--- src/rtl/fetch_stage.sv ---
// RV32I instruction-fetch stage: PC register, IF/ID pipeline register, stall/redirect/halt control.
// Define FETCH_PERF_CNT_EN to add the fetch_count/stall_count performance counters.
module fetch_stage #(
  parameter logic [31:0] RESET_PC   = 32'h0000_0000,
  parameter logic [31:0] IMEM_BYTES = 32'd4096,
  parameter logic [31:0] NOP_INSTR  = 32'h0000_0013
) (
  input  logic        clk,
  input  logic        rst,
  input  logic        stall_f,
  input  logic        redirect_en,
  input  logic [31:0] redirect_target,
  input  logic        halt_req,
  input  logic        resume,
  output logic [31:0] imem_addr,
  input  logic [31:0] imem_rdata,
  output logic [31:0] instr_d,
  output logic [31:0] pc_d,
  output logic [31:0] pc_plus4_d,
  output logic        valid_d,
  output logic        fetch_fault_d,
  output logic        halted
`ifdef FETCH_PERF_CNT_EN
  ,
  output logic [31:0] fetch_count,
  output logic [31:0] stall_count
`endif
);

  typedef enum logic [1:0] {
    ST_BOOT   = 2'd0,
    ST_RUN    = 2'd1,
    ST_HALTED = 2'd2
  } state_t;

  state_t      r_state;
  logic [31:0] r_pc_f;
  logic [31:0] r_instr_d;
  logic [31:0] r_pc_d;
  logic [31:0] r_pc_plus4_d;
  logic        r_valid_d;
  logic        r_fault_d;
  logic        r_halted;

  logic [31:0] w_pc_plus4;
  logic [31:0] w_redirect_pc;
  logic        w_out_of_range;

  assign w_pc_plus4     = r_pc_f + 32'd4;
  assign w_redirect_pc  = {redirect_target[31:2], 2'b00};
  assign w_out_of_range = (r_pc_f >= IMEM_BYTES);

  assign imem_addr     = r_pc_f;
  assign instr_d       = r_instr_d;
  assign pc_d          = r_pc_d;
  assign pc_plus4_d    = r_pc_plus4_d;
  assign valid_d       = r_valid_d;
  assign fetch_fault_d = r_fault_d;
  assign halted        = r_halted;

  // Fetch control FSM with PC and IF/ID register updates.
  always_ff @(posedge clk) begin
    if (rst) begin
      r_state      <= ST_BOOT;
      r_pc_f       <= RESET_PC;
      r_instr_d    <= NOP_INSTR;
      r_pc_d       <= 32'h0000_0000;
      r_pc_plus4_d <= 32'h0000_0000;
      r_valid_d    <= 1'b0;
      r_fault_d    <= 1'b0;
      r_halted     <= 1'b0;
    end else begin
      case (r_state)
        ST_BOOT: begin
          r_state <= ST_RUN;
        end
        ST_RUN: begin
          if (redirect_en) begin
            r_pc_f    <= w_redirect_pc;
            r_instr_d <= NOP_INSTR;
            r_valid_d <= 1'b0;
            r_fault_d <= 1'b0;
          end else if (halt_req) begin
            // PC holds so the same instruction is fetched again after resume.
            r_state   <= ST_HALTED;
            r_halted  <= 1'b1;
            r_instr_d <= NOP_INSTR;
            r_valid_d <= 1'b0;
            r_fault_d <= 1'b0;
          end else if (stall_f) begin
            r_pc_f <= r_pc_f;
          end else begin
            r_pc_f       <= w_pc_plus4;
            r_pc_d       <= r_pc_f;
            r_pc_plus4_d <= w_pc_plus4;
            if (w_out_of_range) begin
              r_instr_d <= NOP_INSTR;
              r_valid_d <= 1'b0;
              r_fault_d <= 1'b1;
            end else begin
              r_instr_d <= imem_rdata;
              r_valid_d <= 1'b1;
              r_fault_d <= 1'b0;
            end
          end
        end
        ST_HALTED: begin
          r_instr_d <= NOP_INSTR;
          r_valid_d <= 1'b0;
          r_fault_d <= 1'b0;
          if (redirect_en) begin
            r_pc_f <= w_redirect_pc;
          end else begin
            r_pc_f <= r_pc_f;
          end
          // A simultaneous halt request keeps the stage parked.
          if (resume && !halt_req) begin
            r_state  <= ST_RUN;
            r_halted <= 1'b0;
          end else begin
            r_state  <= ST_HALTED;
            r_halted <= 1'b1;
          end
        end
        default: begin
          r_state  <= ST_BOOT;
          r_halted <= 1'b0;
        end
      endcase
    end
  end

`ifdef FETCH_PERF_CNT_EN
  logic [31:0] r_fetch_count;
  logic [31:0] r_stall_count;
  logic        w_run;
  logic        w_fetch_valid;

  assign w_run         = (r_state == ST_RUN);
  assign w_fetch_valid = w_run && !redirect_en && !halt_req && !stall_f && !w_out_of_range;
  assign fetch_count   = r_fetch_count;
  assign stall_count   = r_stall_count;

  // Performance counters, wrapping modulo 2^32.
  always_ff @(posedge clk) begin
    if (rst) begin
      r_fetch_count <= 32'd0;
      r_stall_count <= 32'd0;
    end else begin
      if (w_fetch_valid) begin
        r_fetch_count <= r_fetch_count + 32'd1;
      end else begin
        r_fetch_count <= r_fetch_count;
      end
      if (w_run && stall_f && !redirect_en) begin
        r_stall_count <= r_stall_count + 32'd1;
      end else begin
        r_stall_count <= r_stall_count;
      end
    end
  end
`endif

endmodule

--- config.mk ---
export PLATFORM = sky130hd
export DESIGN_NAME = fetch_stage
export DESIGN_NICKNAME = d
export VERILOG_FILES = /design/src/rtl/fetch_stage.sv
export SDC_FILE = /design/constraint.sdc
export NUM_CORES = 1
export LEC_CHECK = 0
export CAP_MARGIN = 20
export CORE_MARGIN = 5
export CORE_UTILIZATION = 41
export CTS_CLUSTER_DIAMETER = 80
export DETAILED_ROUTE_END_ITERATION = 7
export GPL_TIMING_DRIVEN = 0
export HOLD_SLACK_MARGIN = 0.06
export PLACE_DENSITY_LB_ADDON = 0.1
export SYNTH_ARGS = -nofsm -noshare
export SYNTH_HDL_FRONTEND = slang
export SYNTH_SLANG_ARGS = --single-unit
--- constraint.sdc ---
create_clock -name clk -period 2.25 [get_ports clk]
set_input_delay 0.45 -clock clk [delete_from_list [all_inputs] [get_ports clk]]
set_output_delay 0.45 -clock clk [all_outputs]
set_load 0.1 [all_outputs]
==> out/results.ini <==
[sta]
post-route-period-util = 0.995
report.final.setup_viol = 0
fin_crit_ns = 2.24
timing_limited_maximum_frequency_mhz = 447
hold_slack_ns = 0.451
fin_worst_skew_ns = 0.00978
rsz0062_at_grt = true
drv_slew = 0
timing.slew.headroom = 0.328
finalWorstSetupSlack_ns = 0.0111
worstMarginPinSlew_ns = 1.01
hold_violations = 0

[placed_design]
detailedPlace.worstSlack_ns = -0.891
dp.final_hpwl_um = 16300
gpl.final_weighted_congestion = 0.890
placement.cell_area_mm2 = 0.00800
numPortBuffers = 191

[grt]
gr-max-usage-layer = met2
grt_max_degree = 17
grt_pass1_vias = 6034
grt.met3_usage = 0.0648
grt_use_met1 = 0.323
global_route.overflow_total = 0
grt_util_all_layers = 0.260
grt.met2_usage = 0.426
grt_pass1_wl_um = 33200
antenna_found_initial = 0

[pwr]
max-vdd-ir-drop_uv = 464
total_power_mw = 9.60
power_density_mw_per_mm2 = 1100
power.leakage_nw = 3.74

[worst_hold_path]
holdPathStages = 2
hold_path_class = flip-flop to flip-flop
min_from = pc_d[21]
worst_hold_path.endpoint = pc_d[21]

[floorplanning]
initial_utilization = 0.415
num_rows = 43
design.die.area_mm2 = 0.0165
core_mm2 = 0.0138
floorplan.io_pins = 201
die_height_um = 128
floorplan.die.width_um = 128

[routing]
drc = 0
vias_per_cell = 5.55
drtPass1Iterations = 7
dr_total_vias = 6053
drtAntennaViolNets = 0
route.final.wire_length_um = 21900
wl_per_cell_um = 20.1
drt_iter0_drc = 329

[clocking]
clock_latency_ns = 0.42
numCtsBuffers = 17
ctsHoldBuffers = 0
cts_sinks = 127
cts.path.max_buffers = 2
cts_tree = yes
clock-root-buffer = sky130_fd_sc_hd__clkbuf_16
htree_levels = 4
clkSlewWorstSetupHoldPaths_ns = 0.06

[critical_path]
cells_along_the_critical_path = clkdlybuf4s15_1
setup_crit_path_kind = flip-flop to output pin
cp_slowest_cell = sky130_fd_sc_hd__clkdlybuf4s15_1
setup_slack_on_the_worst_flop_to_flop_path_ns = 0.06
worst_setup_path_end_kind = output pin
critPathTopFamily = buffers and inverters
cp_slowest_stage_delay_ns = 0.87
cp_data_arrival_time_ns = 1.79
timing.critical_path.buf_inv = 1
worstSetupStartpointType = flip-flop
regToRegEndpoint = imem_addr[24]
crit_path_max_fanout = 7
critical_path.reg2reg.startpoint = r_state[0]
worstRegToRegCells = 8
timing.critical_path.required_ns = 1.80

[logic_synthesis]
total_of_warnings_raised_by_yosys = 0
synth_enable_flop_cells = 0
synth-async-reset-ratio = 0
syn-cell-area_mm2 = 0.00574
synth.top_cell.area_share = 0.443
synth.yosys.seq_area_share = 0.443
post_synth_num_cell_types = 62
post-synth-top-area-cell = sky130_fd_sc_hd__dfxtp_1
count_of_state_elements_after_synthesis = 127
postSynthAreaPerCell_um2 = 8.49
leading_cell_types_by_total_area_after_synthesis = sky130_fd_sc_hd__dfxtp_1 (44%), sky130_fd_sc_hd__nand2_1 (6.4%), sky130_fd_sc_hd__a21oi_1 (6.1%)
synthFlopType = sky130_fd_sc_hd__dfxtp_1
syn-instance-count = 676

[flow_run]
maxCapViolations = 0

[status]
status = complete, no violations

[cells_and_area]
num_antenna_cells = 0
layout.core_utilization = 0.630
nets_finish = 974
layout-area-overhead-vs-synth_pct = 51.8
post_route_cells_drive_above_1_share = 0.167
final_design_area_no_fill_mm2 = 0.00871

[timing repair]
action | CTS | global route
pin swaps | 5 | 5
gates resized for setup | 161 | 20
buffers inserted | 10 | 3
endpoints found under the setup margin | 245 | 56
[state kept, by name, indices dropped and copies added (netlist names)]
signal	cells
instr_d	32
imem_addr	30
pc_d	30
pc_plus4_d	30
r_state	2
fetch_fault_d	1
halted	1
valid_d	1
[synth_stat cells, types with 6 or more instances]
master	number
sky130_fd_sc_hd__a211oi_1	8
sky130_fd_sc_hd__o21ai_0	35
sky130_fd_sc_hd__a21oi_1	70
sky130_fd_sc_hd__nand4_1	9
sky130_fd_sc_hd__buf_1	6
sky130_fd_sc_hd__a22o_1	34
sky130_fd_sc_hd__a32oi_1	7
sky130_fd_sc_hd__nor3_1	10
sky130_fd_sc_hd__dfxtp_1	127
sky130_fd_sc_hd__ha_1	6
sky130_fd_sc_hd__xnor2_1	19
sky130_fd_sc_hd__inv_1	12
sky130_fd_sc_hd__buf_2	18
sky130_fd_sc_hd__a31oi_1	7
sky130_fd_sc_hd__nor4_1	13
sky130_fd_sc_hd__buf_4	7
sky130_fd_sc_hd__nand2_1	98
sky130_fd_sc_hd__clkbuf_1	36
sky130_fd_sc_hd__or3_1	7
sky130_fd_sc_hd__nand3_1	15
sky130_fd_sc_hd__xor2_1	7
sky130_fd_sc_hd__a32o_1	8
sky130_fd_sc_hd__nor2_1	42
[cell type report]
class	count	area [um^2]
inverters	12	45.0
fillers	1251	5110
plain buffers	65	355
repair buffers	204	1860
clock inverters	13	146
well taps	180	225
flip-flops and latches	127	2620
multi-input cells	471	3000
clock buffers	19	464
[through the flow]
step                      setup TNS, ns  cells
after global routing             -0.323   1091
after floorplan                  -0.262    681
after global placement           -69.21   1052
after detailed placement         -73.44   1052
final                                 0   1091
after CTS                             0   1091
[power by group]
part           internal, mW  switching (mW)  total, mW
combinational         0.994            3.00       3.99
clock                  1.74            1.09       2.83
sequential             2.53           0.249       2.78
[cell usage in the layout, fill, tap and decap left out, drive strengths merged, types with 8 or more instances in the layout]
master and instances:
nand4 11, clkbuf 53, nand3 15, a32o 8
nor4 17, nand2 98, buf 44, dfxtp 127
clkdlybuf4s50 66, dlygate4sd2 122, a21oi 71, nor2 43
nor3 10, inv 19, xnor2 19, o21ai 35
a211oi 9, a22o 34
[how the worst max path moves through the flow]
stage | endpoint | cells past startpoint | slack (ns) | start
after global placement | pc_plus4_d[28] | 5 | -0.90 | halt_req
after global routing | instr_d[5] | 8 | -0.05 | r_state[1]
final | imem_addr[19] | 1 | 0.01 | imem_addr[19]
after floorplan | imem_addr[31] | 7 | -0.07 | imem_addr[10]
after detailed placement | pc_plus4_d[17] | 5 | -0.89 | halt_req
after CTS | imem_addr[8] | 5 | 0.0006 | rst
[per-layer routing]
metal  share of wire  vias to the layer above
met1            0.42                     2856
met3           0.077                       46
met4           0.030                        0
met2            0.47                      285
li1                -                     2866
met5               0                        -
[cell families after synthesis]
kind of cell | Yosys count | synth area share
simple gates | 232 | 0.204
compound gates | 196 | 0.226
flops | 127 | 0.443
buf+inv | 83 | 0.0647
xor+xnor | 26 | 0.0397
fa+ha+maj | 6 | 0.0131
mux | 5 | 0.00915
other cells | 1 | 0.000653
Note: power is estimated with default switching activity, not from simulation.
